--- src/rtl/i2c_pkg.sv ---
// Shared types and constants for the I2C target: FSM state encoding (mirrors
// state_out) and the bus-level ACK/NACK bit values.
package i2c_pkg;

    typedef enum logic [3:0] {
        ST_IDLE      = 4'd0,
        ST_ADDR      = 4'd1,
        ST_ADDR_ACK  = 4'd2,
        ST_RX        = 4'd3,
        ST_RX_ACK    = 4'd4,
        ST_TX        = 4'd5,
        ST_TX_ACK    = 4'd6,
        ST_WAIT_STOP = 4'd7
    } i2c_sub_state_t;

    localparam logic I2C_ACK  = 1'b0;
    localparam logic I2C_NACK = 1'b1;

    function automatic logic is_busy_state(input i2c_sub_state_t st);
        return (st != ST_IDLE) && (st != ST_WAIT_STOP);
    endfunction

endpackage

--- src/rtl/i2c_line_sync.sv ---
// SCL/SDA synchronizer with registered SCL edge strobes and START/STOP detection.
// Strobes appear SYNC_STAGES+1 clk cycles after a pin change.
module i2c_line_sync #(
    parameter int SYNC_STAGES = 2
) (
    input  logic clk,
    input  logic rst,
    input  logic scl_in,
    input  logic sda_in,
    output logic scl_rise,
    output logic scl_fall,
    output logic start_det,
    output logic stop_det,
    output logic sda_s
);
    import i2c_pkg::*;

    logic [SYNC_STAGES-1:0] scl_sync_r;
    logic [SYNC_STAGES-1:0] sda_sync_r;
    logic                   scl_hist_r;
    logic                   sda_hist_r;
    logic                   scl_now_s;
    logic                   sda_now_s;
    logic                   scl_rise_r;
    logic                   scl_fall_r;
    logic                   start_det_r;
    logic                   stop_det_r;
    logic                   sda_s_r;

    assign scl_now_s = scl_sync_r[SYNC_STAGES-1];
    assign sda_now_s = sda_sync_r[SYNC_STAGES-1];

    // Free-running synchronizer and history flops: they keep tracking the pins
    // through reset so a held-low SDA cannot fake a START when reset drops.
    always_ff @(posedge clk) begin
        scl_sync_r <= {scl_sync_r[SYNC_STAGES-2:0], scl_in};
        sda_sync_r <= {sda_sync_r[SYNC_STAGES-2:0], sda_in};
        scl_hist_r <= scl_now_s;
        sda_hist_r <= sda_now_s;
    end

    // Registered strobes; START/STOP need SCL high in both samples, so a
    // simultaneous SCL/SDA move counts as a data edge.
    always_ff @(posedge clk) begin
        if (rst) begin
            scl_rise_r  <= 1'b0;
            scl_fall_r  <= 1'b0;
            start_det_r <= 1'b0;
            stop_det_r  <= 1'b0;
            sda_s_r     <= 1'b1;
        end else begin
            scl_rise_r  <= scl_now_s & ~scl_hist_r;
            scl_fall_r  <= ~scl_now_s & scl_hist_r;
            start_det_r <= scl_now_s & scl_hist_r & sda_hist_r & ~sda_now_s;
            stop_det_r  <= scl_now_s & scl_hist_r & ~sda_hist_r & sda_now_s;
            sda_s_r     <= sda_now_s;
        end
    end

    assign scl_rise  = scl_rise_r;
    assign scl_fall  = scl_fall_r;
    assign start_det = start_det_r;
    assign stop_det  = stop_det_r;
    assign sda_s     = sda_s_r;

endmodule

--- src/rtl/i2c_subordinate.sv ---
// Single-address I2C target: address match with ACK, unbounded multibyte
// writes into rx_data, and reads that stream tx_data MSB first.
module i2c_subordinate #(
    parameter logic [6:0] ADDR        = 7'h01,
    parameter int         SYNC_STAGES = 2
) (
    input  logic       clk,
    input  logic       rst,
    input  logic       scl_in,
    input  logic       sda_in,
    output logic       sda_oe,
    input  logic [7:0] tx_data,
    output logic [7:0] rx_data,
    output logic       rx_valid,
    output logic       addr_hit,
    output logic       busy,
    output logic [3:0] state_out
);
    import i2c_pkg::*;

    logic scl_rise_s, scl_fall_s, start_det_s, stop_det_s, sda_s;

    i2c_line_sync #(.SYNC_STAGES(SYNC_STAGES)) u_line_sync (
        .clk       (clk),
        .rst       (rst),
        .scl_in    (scl_in),
        .sda_in    (sda_in),
        .scl_rise  (scl_rise_s),
        .scl_fall  (scl_fall_s),
        .start_det (start_det_s),
        .stop_det  (stop_det_s),
        .sda_s     (sda_s)
    );

    i2c_sub_state_t state_r, state_nx_s;
    logic [3:0] bit_cnt_r, cnt_nx_s;
    logic [7:0] shift_r, shift_nx_s, rx_data_r, rx_data_nx_s, byte_in_s;
    logic       rw_r, rw_nx_s, phase_r, phase_nx_s, sda_oe_r, sda_oe_nx_s;
    logic       rx_valid_r, rx_valid_nx_s, addr_hit_r, addr_hit_nx_s, busy_r;
    logic [2:0] tx_idx_s;

    assign byte_in_s = {shift_r[6:0], sda_s};
    // After k bits have been clocked out, the next bit to present is 7-k.
    assign tx_idx_s  = 3'(4'd7 - bit_cnt_r);

    // Next-state and datapath decisions; phase_r marks the second half of an ACK slot.
    always_comb begin
        state_nx_s    = state_r;
        cnt_nx_s      = bit_cnt_r;
        shift_nx_s    = shift_r;
        rw_nx_s       = rw_r;
        phase_nx_s    = phase_r;
        sda_oe_nx_s   = sda_oe_r;
        rx_data_nx_s  = rx_data_r;
        rx_valid_nx_s = 1'b0;
        addr_hit_nx_s = 1'b0;
        if (stop_det_s) begin
            state_nx_s  = ST_IDLE;
            sda_oe_nx_s = 1'b0;
        end else if (start_det_s) begin
            state_nx_s  = ST_ADDR;
            cnt_nx_s    = 4'd0;
            sda_oe_nx_s = 1'b0;
            phase_nx_s  = 1'b0;
        end else begin
            case (state_r)
                ST_ADDR, ST_RX: begin
                    if (scl_rise_s) begin
                        shift_nx_s = byte_in_s;
                        cnt_nx_s   = bit_cnt_r + 4'd1;
                        phase_nx_s = 1'b0;
                        if (bit_cnt_r != 4'd7) begin
                            state_nx_s = state_r;
                        end else if (state_r == ST_RX) begin
                            state_nx_s    = ST_RX_ACK;
                            rx_data_nx_s  = byte_in_s;
                            rx_valid_nx_s = 1'b1;
                        end else if (byte_in_s[7:1] == ADDR) begin
                            state_nx_s    = ST_ADDR_ACK;
                            addr_hit_nx_s = 1'b1;
                            rw_nx_s       = byte_in_s[0];
                        end else begin
                            state_nx_s = ST_WAIT_STOP;
                        end
                    end else begin
                        state_nx_s = state_r;
                    end
                end
                ST_ADDR_ACK, ST_RX_ACK: begin
                    if (scl_fall_s && !phase_r) begin
                        sda_oe_nx_s = 1'b1;
                        phase_nx_s  = 1'b1;
                    end else if (scl_fall_s) begin
                        phase_nx_s = 1'b0;
                        cnt_nx_s   = 4'd0;
                        if ((state_r == ST_ADDR_ACK) && rw_r) begin
                            state_nx_s  = ST_TX;
                            shift_nx_s  = tx_data;
                            sda_oe_nx_s = ~tx_data[7];
                        end else begin
                            state_nx_s  = ST_RX;
                            sda_oe_nx_s = 1'b0;
                        end
                    end else begin
                        phase_nx_s = phase_r;
                    end
                end
                ST_TX: begin
                    if (scl_rise_s) begin
                        cnt_nx_s = bit_cnt_r + 4'd1;
                    end else if (scl_fall_s && (bit_cnt_r == 4'd8)) begin
                        state_nx_s  = ST_TX_ACK;
                        sda_oe_nx_s = 1'b0;
                        phase_nx_s  = 1'b0;
                    end else if (scl_fall_s) begin
                        sda_oe_nx_s = ~shift_r[tx_idx_s];
                    end else begin
                        cnt_nx_s = bit_cnt_r;
                    end
                end
                ST_TX_ACK: begin
                    if (scl_rise_s && (sda_s == I2C_ACK)) begin
                        phase_nx_s = 1'b1;
                    end else if (scl_rise_s) begin
                        state_nx_s = ST_WAIT_STOP;
                    end else if (scl_fall_s && phase_r) begin
                        state_nx_s  = ST_TX;
                        shift_nx_s  = tx_data;
                        sda_oe_nx_s = ~tx_data[7];
                        cnt_nx_s    = 4'd0;
                        phase_nx_s  = 1'b0;
                    end else begin
                        phase_nx_s = phase_r;
                    end
                end
                ST_IDLE, ST_WAIT_STOP: begin
                    sda_oe_nx_s = 1'b0;
                end
                default: begin
                    state_nx_s  = ST_IDLE;
                    sda_oe_nx_s = 1'b0;
                end
            endcase
        end
    end

    // State and datapath registers.
    always_ff @(posedge clk) begin
        if (rst) begin
            state_r    <= ST_IDLE;
            bit_cnt_r  <= 4'd0;
            shift_r    <= 8'h00;
            rw_r       <= 1'b0;
            phase_r    <= 1'b0;
            sda_oe_r   <= 1'b0;
            rx_data_r  <= 8'h00;
            rx_valid_r <= 1'b0;
            addr_hit_r <= 1'b0;
            busy_r     <= 1'b0;
        end else begin
            state_r    <= state_nx_s;
            bit_cnt_r  <= cnt_nx_s;
            shift_r    <= shift_nx_s;
            rw_r       <= rw_nx_s;
            phase_r    <= phase_nx_s;
            sda_oe_r   <= sda_oe_nx_s;
            rx_data_r  <= rx_data_nx_s;
            rx_valid_r <= rx_valid_nx_s;
            addr_hit_r <= addr_hit_nx_s;
            busy_r     <= is_busy_state(state_nx_s);
        end
    end

    assign sda_oe    = sda_oe_r;
    assign rx_data   = rx_data_r;
    assign rx_valid  = rx_valid_r;
    assign addr_hit  = addr_hit_r;
    assign busy      = busy_r;
    assign state_out = state_r;

endmodule

--- config.mk ---
export PLATFORM = sky130hd
export DESIGN_NAME = i2c_subordinate
export DESIGN_NICKNAME = d
export VERILOG_FILES = /design/src/rtl/i2c_pkg.sv /design/src/rtl/i2c_line_sync.sv /design/src/rtl/i2c_subordinate.sv
export SDC_FILE = /design/constraint.sdc
export NUM_CORES = 1
export LEC_CHECK = 0
export ABC_AREA = 0
export CAP_MARGIN = 40
export CELL_PAD_IN_SITES_DETAIL_PLACEMENT = 0
export CELL_PAD_IN_SITES_GLOBAL_PLACEMENT = 1
export CORE_ASPECT_RATIO = 1.1
export CORE_MARGIN = 1
export CORE_UTILIZATION = 51
export CTS_CLUSTER_DIAMETER = 30
export DETAILED_ROUTE_END_ITERATION = 10
export DONT_BUFFER_PORTS = 1
export HOLD_SLACK_MARGIN = 0.03
export PLACE_DENSITY = 0.83
export SYNTH_ARGS = -nofsm -noshare
export SYNTH_HDL_FRONTEND = slang
export SYNTH_HIERARCHICAL = 1
export SYNTH_SLANG_ARGS = --single-unit
--- constraint.sdc ---
create_clock -name clk -period 3.1 [get_ports clk]
set_clock_uncertainty 0.15 [all_clocks]
set_input_delay 0.31 -clock clk [delete_from_list [all_inputs] [get_ports clk]]
set_output_delay 0.31 -clock clk [all_outputs]
set_load 0.03 [all_outputs]
* Word-level counts from Yosys, hierarchy flattened
Cells that the tools add are included.
** Storage, ports and cells
- Register bits after elaboration :: 41
- Input port bits :: 12
- Logic and storage cells :: 155
- Memories :: 0
- Bits in latches :: 0
- Memory bits (writable) :: 0
- Output and inout port bits :: 16
- Bits in read-only memories :: 0
** Operators by class
- $mul :: 0
- Bitwise gates (word level) :: 20
- Add/subtract/negate cells :: 2
- $lt $le $gt $ge :: 1
- Eq/ne operators :: 33
- Divide/modulo/power cells :: 0
- Mux-type cells :: 55
- Reductions and logical operators :: 25
- Shift operators :: 0
** Operators with widths (number)
- two-way mux 4 bit :: 18
- two-way mux 8 bit :: 7
- one-hot mux 8 bit (3 select lines) :: 1
- two-way mux 1 bit :: 21
- one-hot mux 4 bit (5 select lines) :: 1
- inequality test 3 x 2 -> 1 bit (second input constant) :: 6
- equality test 4 x 3 -> 1 bit (second input constant) :: 4
- AND reduction 8 bit :: 2
- AND reduction 7 bit :: 2
- inverter 1 bit :: 13
- inequality test 2 bit (second input constant) :: 6
- inequality test 4 x 3 -> 1 bit (second input constant) :: 3
- one-hot mux 4 bit (3 select lines) :: 1
- AND reduction 10 bit :: 1
- two-way mux 3 bit :: 3
- inequality test 3 x 1 -> 1 bit (second input constant) :: 3
- equality test 4 x 2 -> 1 bit (second input constant) :: 2
- one-hot mux 1 bit (4 select lines) :: 2
- nonzero test 4 bit :: 2
- AND 1 bit :: 7
- equality test 7 x 1 -> 1 bit (second input constant) :: 1
- OR reduction 7 bit :: 1
- logical AND 1 bit :: 6
- inequality test 3 bit (second input constant) :: 2
- 17 further kinds :: 21

* Depth between registers and ports, before layout
- Word-level depth :: 10
- Depth in mapped cells :: 7
- Mapped depth without buffers :: 7

* Hierarchy
Netlist, hierarchy kept.
** Modules (own cells, without submodules)
- i2c_subordinate :: cells each 205, instances 1, sequential area each 600.6 um^2, area each 1801.7 um^2
- i2c_line_sync :: cells each 17, instances 1, sequential area each 220.2 um^2, area each 286.5 um^2

* Worst setup path after synthesis
No wires, ideal clock.
- Path kind :: reg2reg
- From :: reg state_r[2] (netlist: state_out[2])
- To :: reg bit_cnt_r[3]
- Arrival time :: 1.833 ns
- Buffers on the path :: 1
- Stages on the path, launching flop included :: 7
- Data required time :: 2.834 ns
- Path slack :: 1.001 ns
- Period minus slack after synthesis :: 2.099 ns
- Cell sequence :: dfxtp_1 and2_1 clkbuf_1 o21ai_0 a311oi_4 a21oi_1 a31o_2
** On the way
- Longest elaborated chain between the ends :: 4
- Elaborated cells on any way between the ends :: 18
- Those cells by class :: 12 x eq/ne; 2 x mux; 4 x reduce/logical
** RTL lines
- start, declared :: RTL line i2c_subordinate.sv:35 : i2c_sub_state_t state_r, state_nx_s;
- start signal, assigned :: RTL line i2c_subordinate.sv:161 : state_r <= state_nx_s;
- equality test 4 x 2 -> 1 bit (tied with other cells) :: RTL line i2c_subordinate.sv:66 : case (state_r)
- OR reduction 3 bit (no line) / OR reduction 2 bit (equally long branches)
- inequality test 3 x 1 -> 1 bit (no line) (tied with other cells)
- AND reduction 8 bit (no line) / two-way mux 4 bit (equally long branches)
- end signal, assigned :: RTL line i2c_subordinate.sv:162 : bit_cnt_r <= cnt_nx_s;
- end, declared :: RTL line i2c_subordinate.sv:36 : logic [3:0] bit_cnt_r, cnt_nx_s;
Parallel ways exist; a longest one is shown, timed or not.
A chain may end at the register's enable or synchronous reset.

* Worst setup path in the final report
- From :: reg state_r[3] (netlist: state_out[3])
- To :: reg rx_data_r[7] (netlist: rx_data[7])
** On the way
- Longest elaborated chain between the ends :: 3
- Elaborated cells on any way between the ends :: 4
- Those cells by class :: 2 x eq/ne; 2 x reduce/logical
** RTL lines
- equality test 4 x 2 -> 1 bit / equality test 4 x 1 -> 1 bit (equally long branches) :: RTL line i2c_subordinate.sv:66, i2c_subordinate.sv:74
- OR reduction 2 bit :: RTL line i2c_subordinate.sv:66
- AND reduction 6 bit (no line) *
- end signal, assigned :: RTL line i2c_subordinate.sv:167 : rx_data_r <= rx_data_nx_s;
- end, declared :: RTL line i2c_subordinate.sv:37 : logic [7:0] shift_r, shift_nx_s, rx_data_r, rx_data_nx_s, byte_in_s;
Every way passes the cells marked *; elsewhere a longest branch is shown, timed or not.

==> results.sh <==
export IMPL_status="completed"
export IMPL_rr_endpoint="rx_data[7]"
export IMPL_period_needed_ns=2.42
export IMPL_yosysMostFrequentCell="dfxtp_1"
export IMPL_yosysTopAreaCellShare_pct=39.3
export IMPL_cts_made_buffers=5
export IMPL_root_buffer="clkbuf_8"
export IMPL_worstSkewPairLatency_ns=0.30
export IMPL_yosys_most_used_dff="dfxtp_1"
export IMPL_htree_levels=2
export IMPL_worstSetupEndpointType="register"
export IMPL_final_hold_violation_count=0
export IMPL_ant_nets=0
export IMPL_worst_slew_pin_slew_ns=0.931
export IMPL_synth_fp_nets=236
export IMPL_slew_headroom_pct=37.7
export IMPL_yosysWarnings=6
export IMPL_drtIter0Drc=110
export IMPL_synth_edff_count=0
export IMPL_grt_pass1_wl_um=7700
export IMPL_critPathArrivalTime_ns=2.43
export IMPL_fin_hold_ws_ns=0.0635
export IMPL_hpwl_um=3350
export IMPL_cp_max_fo=9
export IMPL_vias=1661
export IMPL_setup_violations=0
export IMPL_finalNetCount=238
export IMPL_clock_sinks=41
export IMPL_period_share_pct=78.1
export IMPL_die_w_um=63.0
export IMPL_pwr_density_cell_nw_per_um2=444
export IMPL_syn_inst=222
export IMPL_vias_per_cell=6.02
export IMPL_cp_buffers_inverters=0
export IMPL_drt_pass1_iterations=4
export IMPL_core_area_um2=3930
export IMPL_yosysTopAreaCell="dfxtp_1"
export IMPL_finalPower_mw=0.987
export IMPL_cp_start_kind="register"
export IMPL_start_util_pct=53.1
export IMPL_ctsLongestPathBuffers=2
export IMPL_ys_seq_elements=41
export IMPL_max_cap_violations=0
export IMPL_final_setup_tns_ns=0
export IMPL_syn2layout_area_growth_pct=6.47
export IMPL_portBuffers=0
export IMPL_place_congestion=0.953
export IMPL_rsz0062_at_grt="no"
export IMPL_path_cells="nand2b_1, nor4_1, nand2_1, mux2i_1, nor2_1"
export IMPL_ys_types=59
export IMPL_fmax_ghz=0.413
export IMPL_dp_cells=266
export IMPL_die_y_um=69.1
export IMPL_hp_start="rst"
export IMPL_diodes=0
export IMPL_grt_max_degree=27
export IMPL_seq_area_frac_synth_pct=39.3
export IMPL_vdd_drop_max_uv=222
export IMPL_path_class="reg2reg"
export IMPL_min_path_cells=2
export IMPL_synthTopCellsByCount="dfxtp_1 (41), nor2_1 (30), mux2i_1 (17), nand2_1 (12), a21oi_1 (10)"
export IMPL_rrSetupSlack_ns=0.68
export IMPL_min_path_type="in2reg"
export IMPL_hold_path_end="u_line_sync/stop_det"
export IMPL_wl_um=4650
export IMPL_cp_top_family="simple AND/OR/NAND/NOR gates"
export IMPL_syn_area_um2=2090
export IMPL_post_route_util_pct=56.5
export IMPL_syn_avg_cell_area_um2=9.41
export IMPL_synthArstFlopShare_pct=0
export IMPL_rows=24
export IMPL_clkTransAtPathRegs_ns=0.08
export IMPL_critPathMaxStageDelay_ns=0.52
export IMPL_drcViolationCount=0
export IMPL_grt_usage_pct=22.9
export IMPL_worst_path_max_delay_cell="nor4_1"
export IMPL_overflow=0
export IMPL_stdcell_count=276
export IMPL_crit_required_ns=3.10
export IMPL_routedWlPerCell_um=16.8
export IMPL_p_leak_nw=0.811
export IMPL_postCtsSetupBuffers=0
export IMPL_synth_area_leaders="dfxtp_1 (39%), mux2i_1 (8.1%), nor2_1 (5.4%)"
export IMPL_antenna_found_initial=0
export IMPL_cts_tree="built"
export IMPL_reg2reg_from="state_out[3]"
export IMPL_drv_slew=0
export IMPL_grt_pass1_vias=1672
export IMPL_r2r_cells=5
export IMPL_io_pins=28
export IMPL_drive_above_1_share_pct=14.7
export IMPL_dieArea_um2=4350
-- per-layer routing --
layer	GRT usage (%)	vias up	wire length [um]
met3	6.95	17	244
li1	-	815	-
met1	25.8	785	1990
met4	12.4	0	148
met2	38.2	44	2270
met5	0	-	0
-- cells in the final DEF, fill, tap and decap left out, drive strengths merged, types with 2 or more instances in the layout --
cell and instances:
o211ai 2, a31o 2, nor2 31, nand2 12
dlygate4sd3 3, or2 5, o31ai 4, a21boi 2
nor3 4, nand3 8, mux2i 17, o21ai 4
a211oi 9, nor3b 4, dfxtp 41, a21oi 10
o32ai 3, and2 2, or3 3, a31oi 3
ha 2, inv 9, nor2b 3, clkbuf 5
mux4 2, o31a 2, nand3b 3, buf 3
nand2b 3, nor4 2, o22ai 2
-- final cells by class --
class,count,area (um^2)
clock buffers,5,68.8
clock inverters,2,35.0
fillers,382,1710
inverters,9,33.8
multi-input cells,161,1150
flip-flops and latches,41,821
well taps,52,65.1
repair buffers,6,52.6
-- state kept, by name, summed over array words and instances (netlist names), 2 cells and up --
signal	cells
rx_data	8
shift_r	8
bit_cnt_r	4
state_out	4
u_line_sync/scl_sync_r	2
u_line_sync/sda_sync_r	2
-- report_power, final --
part | internal [mW] | total [mW] | switching (mW)
logic | 0.0124 | 0.0293 | 0.0169
clock network | 0.234 | 0.412 | 0.178
registers | 0.534 | 0.546 | 0.0124
-- worst max path at each step --
stage | startpoint | to | slack [ns] | depth (start not counted)
final | state_out[3] | rx_data[7] | 0.68 | 5
after floorplan | state_out[2] | bit_cnt_r[3] | 1.00 | 6
after global placement | state_out[3] | rx_data[4] | 0.80 | 5
after detailed placement | state_out[3] | rx_data[4] | 0.74 | 5
after global routing | bit_cnt_r[0] | rx_data[2] | 0.41 | 6
after CTS | state_out[3] | rx_data[4] | 0.70 | 5
-- through the flow --
stage	worst slack, ns	cell area, um^2
after global placement	0.797	2090
after floorplan	1.00	2090
after detailed placement	0.742	2090
final	0.678	2220
after global routing	0.408	2220
after CTS	0.700	2220
-- cells by family after synthesis --
logic type,Yosys count,synth area share [%]
multiplexers,20,11.0
AO/OA/AOI/OAI,51,18.7
XOR/XNOR,1,0.419
flip-flops,41,39.3
adder cells (fa/ha/maj),2,1.20
other,1,0.180
AND/OR/NAND/NOR,86,23.4
buffers and inverters,20,5.75
-- what timing repair did --
| item | in CTS | in global routing |
|---|---|---|
| hold buffers | 3 | 0 |
| gates resized for setup | 0 | 0 |
| endpoints found under the setup margin | 0 | 0 |
| hold endpoints to repair | 28 | 0 |
(Power assumes the default switching activity.)
